<file path="src/rtl/colour_pwm_driver_if.sv">
// Bundles the colour request, enable and LED/settled outputs of the colour PWM driver.
// The master is the sequencer side and the slave is the driver.
interface colour_pwm_driver_if;
    logic       enable;
    logic [2:0] colour;
    logic       led_r;
    logic       led_g;
    logic       led_b;
    logic       settled;

    modport master (output enable, colour, input led_r, led_g, led_b, settled);
    modport slave  (input enable, colour, output led_r, led_g, led_b, settled);
endinterface

</file>
<file path="src/rtl/colour_pwm_driver.sv">
// Decodes a 3-bit colour into RGB duty targets and cross-fades toward them.
// The ramp moves by one duty step per prescaler tick, and the result drives three PWM pins.
module colour_pwm_driver #(
    parameter int PWM_BITS = 8,
    parameter int MAX_DUTY = 255,
    parameter int STEP_DIV = 1024
) (
    input logic                clk,
    input logic                rst,
    colour_pwm_driver_if.slave bus
);
    localparam int SW = (STEP_DIV > 1) ? $clog2(STEP_DIV) : 1;
    localparam logic [PWM_BITS-1:0] DMAX  = PWM_BITS'(MAX_DUTY);
    localparam logic [PWM_BITS-1:0] PLAST = '1;
    localparam logic [SW-1:0]       SLAST = SW'(STEP_DIV - 1);

    typedef enum logic {STEADY, FADING} state_t;

    state_t              r_state, w_state_nx;
    logic [2:0]          r_colour_q;
    logic [PWM_BITS-1:0] r_duty_r, r_duty_g, r_duty_b;
    logic [PWM_BITS-1:0] r_active_r, r_active_g, r_active_b;
    logic [PWM_BITS-1:0] r_pwm_cnt;
    logic [SW-1:0]       r_step_cnt;
    logic                r_led_r, r_led_g, r_led_b, r_settled;

    logic [PWM_BITS-1:0] w_tgt_r, w_tgt_g, w_tgt_b;
    logic                w_match, w_step_tick, w_step_clr;

    function automatic logic [PWM_BITS-1:0] f_approach(input logic [PWM_BITS-1:0] d,
                                                       input logic [PWM_BITS-1:0] t);
        if (d < t)      return d + 1'b1;
        else if (d > t) return d - 1'b1;
        return d;
    endfunction

    always_comb begin
        w_tgt_r     = r_colour_q[0] ? DMAX : '0;
        w_tgt_g     = r_colour_q[1] ? DMAX : '0;
        w_tgt_b     = r_colour_q[2] ? DMAX : '0;
        w_match     = (r_duty_r == w_tgt_r) && (r_duty_g == w_tgt_g) && (r_duty_b == w_tgt_b);
        w_step_tick = (r_step_cnt == SLAST) && bus.enable;
    end

    // With enable low the FSM is frozen, so a pending fade resumes where it stopped.
    always_comb begin
        w_state_nx = r_state;
        w_step_clr = 1'b0;
        if (bus.enable) begin
            case (r_state)
                STEADY: if (!w_match) begin
                    w_state_nx = FADING;
                    w_step_clr = 1'b1;
                end
                FADING: if (w_match) w_state_nx = STEADY;
                default: w_state_nx = STEADY;
            endcase
        end
    end

    always_ff @(posedge clk or negedge rst) begin
        if (!rst) begin
            r_state    <= STEADY;
            r_settled  <= 1'b1;
            r_colour_q <= '0;
            r_step_cnt <= '0;
        end else begin
            r_state    <= w_state_nx;
            r_settled  <= (w_state_nx == STEADY);
            r_colour_q <= bus.colour;
            if (w_step_clr)
                r_step_cnt <= '0;
            else if (bus.enable)
                r_step_cnt <= (r_step_cnt == SLAST) ? '0 : r_step_cnt + 1'b1;
        end
    end

    always_ff @(posedge clk or negedge rst) begin
        if (!rst) begin
            r_duty_r <= '0;
            r_duty_g <= '0;
            r_duty_b <= '0;
        end else if (r_state == FADING && w_step_tick) begin
            r_duty_r <= f_approach(r_duty_r, w_tgt_r);
            r_duty_g <= f_approach(r_duty_g, w_tgt_g);
            r_duty_b <= f_approach(r_duty_b, w_tgt_b);
        end
    end

    // Duties are sampled into active_x only as the counter wraps, so each period uses one duty.
    always_ff @(posedge clk or negedge rst) begin
        if (!rst) begin
            r_pwm_cnt  <= '0;
            r_active_r <= '0;
            r_active_g <= '0;
            r_active_b <= '0;
            r_led_r    <= 1'b0;
            r_led_g    <= 1'b0;
            r_led_b    <= 1'b0;
        end else begin
            r_pwm_cnt <= r_pwm_cnt + 1'b1;
            if (r_pwm_cnt == PLAST) begin
                r_active_r <= r_duty_r;
                r_active_g <= r_duty_g;
                r_active_b <= r_duty_b;
            end
            r_led_r <= bus.enable && (r_pwm_cnt < r_active_r);
            r_led_g <= bus.enable && (r_pwm_cnt < r_active_g);
            r_led_b <= bus.enable && (r_pwm_cnt < r_active_b);
        end
    end

    assign bus.led_r   = r_led_r;
    assign bus.led_g   = r_led_g;
    assign bus.led_b   = r_led_b;
    assign bus.settled = r_settled;
endmodule

</file>
<file path="src/flat_wrapper.sv">
// flat-port wrapper written by rule: the top's interface ports become plain ports
module colour_pwm_driver_flat 
#(
    parameter int PWM_BITS = 8,
    parameter int MAX_DUTY = 255,
    parameter int STEP_DIV = 1024
)
  (clk, rst, bus_enable, bus_colour, bus_led_r, bus_led_g, bus_led_b, bus_settled);
  colour_pwm_driver_if bus_i ();
  input logic clk;
  input logic rst;
  input wire logic [$bits(bus_i.enable)-1:0] bus_enable;
  input wire logic [$bits(bus_i.colour)-1:0] bus_colour;
  output wire logic [$bits(bus_i.led_r)-1:0] bus_led_r;
  output wire logic [$bits(bus_i.led_g)-1:0] bus_led_g;
  output wire logic [$bits(bus_i.led_b)-1:0] bus_led_b;
  output wire logic [$bits(bus_i.settled)-1:0] bus_settled;
  assign bus_i.enable = bus_enable;
  assign bus_i.colour = bus_colour;
  assign bus_led_r = bus_i.led_r;
  assign bus_led_g = bus_i.led_g;
  assign bus_led_b = bus_i.led_b;
  assign bus_settled = bus_i.settled;
  colour_pwm_driver #(.PWM_BITS(PWM_BITS), .MAX_DUTY(MAX_DUTY), .STEP_DIV(STEP_DIV)) u_core (.clk(clk), .rst(rst), .bus(bus_i));
endmodule
</file>
<file path="config.mk">
export PLATFORM = sky130hd
export DESIGN_NAME = colour_pwm_driver_flat
export DESIGN_NICKNAME = d
export VERILOG_FILES = /design/src/rtl/colour_pwm_driver_if.sv /design/src/rtl/colour_pwm_driver.sv /design/src/flat_wrapper.sv
export SDC_FILE = /design/constraint.sdc
export NUM_CORES = 1
export LEC_CHECK = 0
export ABC_CLOCK_PERIOD_IN_PS = 6910
export CAP_MARGIN = 30
export CORE_ASPECT_RATIO = 1.1
export CORE_UTILIZATION = 30
export CTS_BUF_LIST = sky130_fd_sc_hd__clkbuf_4
export DETAILED_ROUTE_END_ITERATION = 10
export SYNTH_ARGS = -nofsm -noshare
export SYNTH_HDL_FRONTEND = slang
export SYNTH_SLANG_ARGS = --single-unit
</file>
<file path="constraint.sdc">
create_clock -name clk -period 6.91 [get_ports clk]
set_input_delay 2.073 -clock clk [delete_from_list [all_inputs] [get_ports clk]]
set_output_delay 2.073 -clock clk [all_outputs]
set_load 0.05 [all_outputs]
</file>
==> results of run 1 <==
-- power by group --
| group | switching (W) | total (W) | internal (W) |
|---|---|---|---|
| registers | 0.0000236 | 0.000475 | 0.000451 |
| clock network | 0.000155 | 0.000261 | 0.000106 |
| logic | 0.0000350 | 0.0000658 | 0.0000308 |
-- flip-flops by register name (all words and copies together) (netlist names) --
register,count
u_core.r_active_r,8
u_core.bus.led_g,1
u_core.r_colour_q,3
u_core.r_duty_r,8
u_core.r_duty_g,8
u_core.r_step_cnt,10
u_core.bus.settled,1
u_core.r_active_b,8
u_core.r_active_g,8
u_core.r_duty_b,8
u_core.r_pwm_cnt,8
u_core.r_state,1
u_core.bus.led_r,1
u_core.bus.led_b,1
-- layout make-up --
type | count | area share (%)
Timing Repair Buffer | 11 | 2.41
Multi-Input combinational cell | 343 | 51.3
Sequential cell | 74 | 36.4
Tap cell | 196 | 4.81
Clock inverter | 6 | 1.13
Clock buffer | 9 | 1.33
Inverter | 36 | 2.65
-- cell families after synthesis --
| logic type | Yosys count | share of synthesized area, % |
|---|---|---|
| AND/OR/NAND/NOR | 115 | 12.5 |
| AO/OA/AOI/OAI | 113 | 15.1 |
| flip-flops | 74 | 39.8 |
| adder cells (fa/ha/maj) | 68 | 18.7 |
| buffers and inverters | 45 | 4.06 |
| XOR/XNOR | 30 | 5.64 |
| multiplexers | 17 | 4.11 |
-- per-layer routing --
layer,vias to the layer above,share of wire (%),global-route usage [%]
li1,1668,-,-
met1,1624,48,15.6
met2,24,49,21.6
met3,10,2.3,3.23
met4,0,1.0,2.95
met5,-,0,0
-- path summary, 6_finish.rpt --
check / depth (start not counted) / start / slack [ps] / to
max: 1 / u_core.bus.settled / 3070 / bus_settled
min in group asynchronous: 1 / rst / 1410 / u_core.bus.led_b
min reg2reg: 1 / u_core.r_duty_b[7] / 520 / u_core.r_duty_b[7]
max in group asynchronous: 2 / rst / 4930 / u_core.bus.settled
min: 1 / u_core.r_duty_b[7] / 520 / u_core.r_duty_b[7]
max reg2reg: 13 / u_core.r_colour_q[2] / 3470 / u_core.r_duty_b[7]
-- stage by stage --
stage | utilization (%) | instance area, sq um
5_1_grt | 33.7 | 5100
4_1_cts | 33.5 | 5070
3_3_place_gp | 32.7 | 4940
2_1_floorplan | - | 4660
6_report | 33.7 | 5100
3_5_place_dp | 32.7 | 4940
-- cell usage in the layout (no fill, tap or decap), types with 5 or more instances in the layout --
| cell type | Yosys | layout |
|---|---|---|
| nand3b_1 | 5 | 5 |
| clkdlybuf4s50_1 | 0 | 8 |
| ha_1 | 65 | 65 |
| xnor2_1 | 26 | 26 |
| inv_1 | 36 | 36 |
| clkbuf_4 | 0 | 9 |
| o211ai_1 | 5 | 5 |
| mux2_2 | 17 | 17 |
| nor3_1 | 6 | 6 |
| o21ai_0 | 38 | 38 |
| nor2_1 | 15 | 15 |
| o21bai_1 | 6 | 6 |
| nand2_1 | 40 | 40 |
| nand4_1 | 7 | 7 |
| and3_1 | 6 | 6 |
| nand3_1 | 16 | 16 |
| dfrtp_1 | 73 | 73 |
| nand2b_1 | 6 | 6 |
| a21o_1 | 11 | 11 |
| a21oi_1 | 27 | 27 |
-- worst register-to-register path: stages (launching register included) --
cell      delay, ps
dfrtp_1         410
inv_1           200
ha_1            290
nor2b_1         140
o211a_1         220
o21ba_2         220
or2_2           360
ha_1            290
a21oi_1         210
o211ai_1        160
o41ai_1         350
o21ai_0         190
a21oi_2         190
xor2_1          150
==> qor.txt, run 1 <==
run status: complete, no violations
routed vias: 3326
PostCTS Resize Cnt: 0
Die Ht: 133 um
count leader, synth: dfrtp_1
number of global-route vias before repair: 3462
Placer Congestion: 0.772
CTS Hold Bufs: 0
crit start category: register
crit path time final: 3840 ps
routed wire length: 9030 um
number of synthesized flops with an enable pin: 0
fillers: 1521
WL/cell: 13.4 um
Global Route Usage Sum: 12.5%
Cell variety after synth: 46
RSZ-0062 raised after global routing: false
Critical path buffers and inverters: 1
Chip Width: 121 um
post-synth top area cell: dfrtp_1
Worst-Skew Late Latency: 450 ps
H-Tree Depth: 3
nets: 549
clk_skew: 17.0 ps
Final Hold Violating Endpoints: 0
Gate Count Post-Synth: 462
WS Path Type: register to primary output
TritonCTS clock tree: built
final hold slack: 518 ps
Hold Crit Class: register to register
floorplan core area: 15100 sq um
row count: 47
Place WS: 2670 ps
placed cells: 659
total power: 0.000802 W
Num CTS Buffers: 9
router iterations before antenna repair: 4
Sink Count: 74
Peak VDD IR: 0.0771 mV
syn_nets: 536
slowest stage delay, CP: 790 ps
vias per cell: 4.93
final worst slack: 3070 ps
multi-input logic area: 2620 sq um
Mapped Area: 4660 sq um
Critical Path Sink Type: primary output
worst relative slew slack: 51.9%
CP max-delay cell: clkdlybuf4s50_1
hpwl dp: 6710 um
crit share post-route: 55.6%
P per Cell Area: 157 nW/um^2
antenna viol nets, final: 0
clk buf depth: 2
initial core utilization: 30.8%
setup TNS: 0 ps
diodes inserted: 0
Main synth FF type: dfrtp_1
synthesized flop and latch total: 74
fmax: 0.260 GHz
largest net degree at the start of global routing: 75
Leak: 2.38 nW
actual slew at the worst max-slew pin: 719 ps
top cell type's share of synthesized area: 39.2%
first-pass GRT wire length: 16100 um
die area: 16000 sq um
I/O Pins: 10
postcts setup bufs: 0
Avg Cell Area, Syn: 10.1 sq um
Finish-stage setup viols: 0
Storage cell area: 1850 sq um
Req. time, crit path: 4840 ps
Max Cap Viol: 0
YS warnings: 0
Layout Cells excl Fill: 675
CP top delay family: buffers and inverters
crit-path cells: clkdlybuf4s50_1
initial drt markers: 168
I/O Buffers: 9
fraction of layout cells with a size suffix above 1: 9.60%
GR Overflow Total: 0
Final Max Tran Viols: 0
post-synthesis sequential area ratio: 39.8%
CP Data Arrival Time: 1770 ps
largest driver fanout on the critical path: 1
initial antenna violation count: 0
P&R area growth vs syn: 9.43%
Post-synth ARST share: 100%
Reg clk slew, reported paths: 120 ps
synth top area cells: dfrtp_1 39%, ha_1 17%, xnor2_1 4.9%
Commonest cells post-synth: 73 x dfrtp_1, 65 x ha_1, 40 x nand2_1, 38 x o21ai_0, 36 x inv_1
Post-route DRC: 0
Root Driver: clkbuf_4
No activity file was read; power rests on OpenSTA's default activity.
==> inputs of run 2 (changes only) <==
--- a/config.mk
+++ b/config.mk
@@ -5,7 +5,7 @@
 export SDC_FILE = /design/constraint.sdc
 export NUM_CORES = 1
 export LEC_CHECK = 0
-export ABC_CLOCK_PERIOD_IN_PS = 6910
+export ABC_CLOCK_PERIOD_IN_PS = 3750
 export CAP_MARGIN = 30
 export CORE_ASPECT_RATIO = 1.1
 export CORE_UTILIZATION = 30
==> constraint.sdc (replaced) <==
create_clock -name clk -period 3.75 [get_ports clk]
set_input_delay 1.125 -clock clk [delete_from_list [all_inputs] [get_ports clk]]
set_output_delay 1.125 -clock clk [all_outputs]
set_load 0.05 [all_outputs]
==> qor.txt, run 2 (synthesis results as in run 1) <==
crit start category: register
initial core utilization: 30.8% (unchanged)
placed cells: 661 (+0.30%)
Peak VDD IR: 0.160 mV (+110%)
router iterations before antenna repair: 4 (unchanged)
TritonCTS clock tree: built
Reg clk slew, reported paths: 120 ps (about the same)
vias per cell: 4.84 (-1.7%)
die area: 16000 sq um (unchanged)
hold path depth: 1 (unchanged)
fillers: 1500 (-1.4%)
I/O Pins: 10 (unchanged)
Post-route DRC: 0 (unchanged)
CP Data Arrival Time: 3680 ps (+1910 ps)
postcts setup bufs: 0 (unchanged)
Chip Width: 121 um (unchanged)
routed wire length: 8920 um (-1.2%)
Storage cell area: 1850 sq um (unchanged)
number of global-route vias before repair: 3290 (-5.0%)
row count: 47 (unchanged)
crit share post-route: 87.8%
worst relative slew slack: 45.8% (-6.1 points)
diodes inserted: 0 (unchanged)
P&R area growth vs syn: 10.8%
largest driver fanout on the critical path: 7 (+6)
largest net degree at the start of global routing: 75 (unchanged)
hpwl dp: 6580 um (-1.9%)
run status: complete, no violations
WL/cell: 13.2 um (-1.6%)
H-Tree Depth: 3 (unchanged)
Final Max Tran Viols: 0 (unchanged)
Max Cap Viol: 0 (unchanged)
Worst-Skew Late Latency: 450 ps (about the same)
Req. time, crit path: 4130 ps (-710 ps)
area post-placement: 4960 sq um (+0.30%)
Reg with most FFs: u_core.r_step_cnt
WS Path Type: register to register
clk_skew: 19.5 ps (+2.53 ps)
fmax: 0.304 GHz
Hold Crit Class: register to register
first-pass GRT wire length: 15500 um (-4.0%)
nets: 551 (+0.36%)
routed vias: 3283 (-1.3%)
CTS Hold Bufs: 0 (unchanged)
Global Route Usage Sum: 12.1% (-0.48 points)
Num CTS Buffers: 9 (unchanged)
Placer Congestion: 0.741 (-4.0%)
initial drt markers: 107 (-36%)
actual slew at the worst max-slew pin: 813 ps (+93.9 ps)
Finish-stage setup viols: 0 (unchanged)
Sink Count: 74 (unchanged)
fraction of layout cells with a size suffix above 1: 10.4% (+0.77 points)
antenna viol nets, final: 0 (unchanged)
I/O Buffers: 9 (unchanged)
GR Overflow Total: 0 (unchanged)
commonest cells after routing, fill and taps aside: 73 x dfrtp_1, 65 x ha_1, 40 x nand2_1
final worst slack: 456 ps (-2610 ps)
Place WS: 484 ps (-2190 ps)
Layout Cells excl Fill: 678 (+0.44%)
crit path time final: 3290 ps
commonest non-fill, non-tap cell in the layout: dfrtp_1
PostCTS Resize Cnt: 0 (unchanged)
Final Hold Violating Endpoints: 0 (unchanged)
flip-flop count of the largest register after layout: 10 (unchanged)
initial antenna violation count: 0 (unchanged)
Critical Path Sink Type: register
P per Cell Area: 314 nW/um^2 (+99%)
RSZ-0062 raised after global routing: false
Leak: 2.42 nW (+1.7%)
setup TNS: 0 ps (unchanged)
Root Driver: clkbuf_4
multi-input logic area: 2620 sq um (unchanged)
Die Ht: 133 um (unchanged)
fin area: 5160 sq um (+1.3%)
R2R cell count: 13 (unchanged)
clk buf depth: 2 (unchanged)
floorplan core area: 15100 sq um (unchanged)
-- run 2: cell types whose count changed in the layout (fill, tap and decap cells not counted) --
cell        before  now
buf_4            2    4
bufinv_16        1    3
clkinv_2         0    2
clkinv_1         3    2
clkinvlp_4       1    0
inv_6            1    0
-- run 2: final cells by class --
type / instances / area share (%)
Clock buffer: 9 / 1.31
Multi-Input combinational cell: 343 / 50.7
Timing Repair Buffer: 13 / 2.67
Sequential cell: 74 / 35.9
Clock inverter: 7 / 2.08
Tap cell: 196 / 4.75
Inverter: 36 / 2.62
-- run 2: routing by layer --
metal	track usage [%]	up-vias	part of all wire [%]
li1	-	1670	-
met3	3.28	13	2.7
met2	20.0	36	47
met5	0	-	0
met4	3.16	0	1.1
met1	15.4	1564	49
-- run 2: path summary, 6_finish.rpt --
check / slack (ps) / to / from
hold reg to reg: 510 / u_core.r_duty_b[7] / u_core.r_duty_b[7]
setup reg to reg: 460 / u_core.r_duty_b[7] / u_core.r_colour_q[2]
setup / recovery: 460 / u_core.r_duty_b[7] / u_core.r_colour_q[2]
min in group asynchronous: 550 / u_core.r_duty_b[3] / rst
max in group asynchronous: 2590 / u_core.bus.settled / rst
hold / removal: 510 / u_core.r_duty_b[7] / u_core.r_duty_b[7]
-- run 2: worst max-delay path, stage by stage (launching register included) --
cell and delay (ps):
dfrtp_1 400, inv_1 190, ha_1 280, nor2b_1 130, o211a_1 210, o21ba_2 220, or2_2 360, ha_1 290
a21oi_1 190, o211ai_1 150, o41ai_1 300, o21ai_0 180, a21oi_2 170, xor2_1 140
-- run 2: stage by stage --
step	hold slack (ps)	util, %	total power (W)
2_1_floorplan	464	-	0.000965
3_3_place_gp	499	32.8	0.00100
3_5_place_dp	496	32.8	0.00101
4_1_cts	519	34.0	0.00164
5_1_grt	532	34.2	0.00170
6_report	515	34.2	0.00162
-- run 2: power breakdown --
| group | leakage, nW | internal, W | total [W] | switching [W] |
|---|---|---|---|---|
| clock | 0.0948 | 0.000331 | 0.000620 | 0.000290 |
| sequential | 0.983 | 0.000832 | 0.000874 | 0.0000427 |
| combinational | 1.34 | 0.0000577 | 0.000124 | 0.0000660 |
==> inputs of run 3 (changes only) <==
--- a/config.mk
+++ b/config.mk
@@ -7,10 +7,14 @@
 export LEC_CHECK = 0
 export ABC_CLOCK_PERIOD_IN_PS = 3750
 export CAP_MARGIN = 30
+export CELL_PAD_IN_SITES_DETAIL_PLACEMENT = 0
+export CELL_PAD_IN_SITES_GLOBAL_PLACEMENT = 1
 export CORE_ASPECT_RATIO = 1.1
 export CORE_UTILIZATION = 30
 export CTS_BUF_LIST = sky130_fd_sc_hd__clkbuf_4
+export CTS_CLUSTER_SIZE = 16
 export DETAILED_ROUTE_END_ITERATION = 10
+export PLACE_DENSITY_LB_ADDON = 0.1
 export SYNTH_ARGS = -nofsm -noshare
 export SYNTH_HDL_FRONTEND = slang
 export SYNTH_SLANG_ARGS = --single-unit
==> qor.txt, run 3 (synthesis results as in run 1) <==
run status: complete, no violations
fmax: 0.301 GHz (-0.94%)
Storage cell area: 1850 sq um (unchanged)
cell mode on critical path: ha_1
die area: 16000 sq um (unchanged)
Critical Path Sink Type: register
Worst-Skew Late Latency: 450 ps (about the same)
RSZ-0062 raised after global routing: false
clk_skew: 16.3 ps (-3.25 ps)
CTS Hold Bufs: 0 (unchanged)
PostCTS Resize Cnt: 0 (unchanged)
setup TNS: 0 ps (unchanged)
Final Hold Violating Endpoints: 0 (unchanged)
Finish-stage setup viols: 0 (unchanged)
crit share post-route: 88.7% (+0.83 points)
I/O Pins: 10 (unchanged)
routed wire length: 9810 um (+9.9%)
worst relative slew slack: 66.0% (+20 points)
hpwl dp: 7020 um (+6.6%)
WL/cell: 14.4 um (+9.8%)
Hold Crit Class: register to register
actual slew at the worst max-slew pin: 508 ps (-305 ps)
crit-path cells: inv_1 -> ha_1 -> nor2b_1 -> o211a_1 -> o21ba_2 -> or2_2 -> ha_1 -> a21oi_1 -> o211ai_1 -> o41ai_1 -> o21ai_0 -> a21oi_2 -> xor2_1
P per Cell Area: 287 nW/um^2 (-8.3%)
row count: 47 (unchanged)
Placer Congestion: 0.746 (+0.58%)
largest driver fanout on the critical path: 7 (unchanged)
slowest stage delay, CP: 400 ps (about the same)
clk buf depth: 2 (unchanged)
Die Ht: 133 um (unchanged)
Max Cap Viol: 0 (unchanged)
Num CTS Buffers: 9 (unchanged)
commonest cells after routing, fill and taps aside: 73 x dfrtp_1, 65 x ha_1, 40 x nand2_1
largest net degree at the start of global routing: 46 (-39%)
crit start category: register
nets: 550 (-0.18%)
router iterations before antenna repair: 4 (unchanged)
antenna viol nets, final: 0 (unchanged)
first-pass GRT wire length: 17000 um (+10%)
fraction of layout cells with a size suffix above 1: 10.4% (+0.022 points)
Final Max Tran Viols: 0 (unchanged)
Root Driver: clkbuf_4
Leak: 2.39 nW (-1.2%)
multi-input logic area: 2620 sq um (unchanged)
CP max-delay cell: dfrtp_1
Chip Width: 121 um (unchanged)
commonest non-fill, non-tap cell in the layout: dfrtp_1
Post-route DRC: 0 (unchanged)
I/O Buffers: 9 (unchanged)
routed vias: 3236 (-1.4%)
initial antenna violation count: 1 (+1)
floorplan core area: 15100 sq um (unchanged)
Peak VDD IR: 0.0953 mV (-41%)
Reg clk slew, reported paths: 120 ps (about the same)
initial core utilization: 30.8% (unchanged)
postcts setup bufs: 0 (unchanged)
WS Path Type: register to register
final hold slack: 508 ps (-7.03 ps)
number of global-route vias before repair: 3345 (+1.7%)
P&R area growth vs syn: 9.51%
initial drt markers: 92 (-14%)
Reg with most FFs: u_core.r_step_cnt
crit path time final: 3320 ps (+31.3 ps)
Sink Count: 74 (unchanged)
TritonCTS clock tree: built
GR Overflow Total: 0 (unchanged)
CP Data Arrival Time: 3710 ps (+30 ps)
vias per cell: 4.77 (-1.6%)
flip-flop count of the largest register after layout: 10 (unchanged)
Global Route Usage Sum: 14.0% (+1.9 points)
Req. time, crit path: 4130 ps (about the same)
fillers: 1546 (+3.1%)
H-Tree Depth: 3 (unchanged)
run 3: changes by cell type in the layout (fill, tap and decap cells not counted), sizes merged:
cell	change
bufinv	-3
buf	-1
diode	+2
clkinv	-3
clkbuf	+6
run 3: final cells by class:
class	instances	area share, %
Timing Repair Buffer	12	2.55
Tap cell	196	4.81
Multi-Input combinational cell	343	51.3
Clock inverter	1	0.0736
Antenna cell	2	0.0981
Inverter	36	2.65
Clock buffer	15	2.21
Sequential cell	74	36.3
run 3: worst max-delay path: cells and delay by family (launching register included):
kind,cells,cell delay (ps)
XOR/XNOR,1,160
AO/OA/AOI/OAI,7,1420
flip-flops,1,400
AND/OR/NAND/NOR,2,500
adder cells (fa/ha/maj),2,580
buffers and inverters,1,190
run 3: routing by layer:
layer	part of all wire [%]	wire length [um]	vias up	track usage (%)
met5	0	0	-	0
met4	2.2	220	0	7.13
met3	1.6	152	13	2.24
met2	46	4460	22	21.6
met1	51	4970	1521	18.7
li1	-	-	1680	-
run 3: path summary, 6_finish.rpt:
kind	start	end	slack [ps]	cells after the start
worst min-delay path	u_core.r_step_cnt[8]	u_core.r_step_cnt[8]	510	1
worst min register to register	u_core.r_step_cnt[8]	u_core.r_step_cnt[8]	510	1
worst max-delay path	u_core.r_colour_q[2]	u_core.r_duty_b[7]	430	13
min in group asynchronous	rst	u_core.r_duty_r[2]	620	1
max in group asynchronous	rst	u_core.r_active_g[6]	2540	2
worst max register to register	u_core.r_colour_q[2]	u_core.r_duty_b[7]	430	13
run 3: report_power, final:
| part | internal (W) | leakage, nW | total, W | switching, W |
|---|---|---|---|---|
| combinational | 0.0000577 | 1.33 | 0.000125 | 0.0000668 |
| clock | 0.000180 | 0.0706 | 0.000466 | 0.000285 |
| sequential | 0.000832 | 0.983 | 0.000876 | 0.0000439 |
| total | 0.00107 | 2.39 | 0.00147 | 0.000396 |
run 3: through the flow:
stage | setup slack (ps) | total power (W) | utilization (%) | instance area, sq um | instances
global placement | 536 | 0.00101 | 32.8 | 4950 | 660
finish | 425 | 0.00147 | 33.8 | 5100 | 679
floorplan | 739 | 0.000965 | - | 4660 | 462
CTS | 400 | 0.00151 | 33.7 | 5100 | 677
detailed placement | 445 | 0.00102 | 32.9 | 4980 | 661
global route | 125 | 0.00157 | 33.8 | 5100 | 679
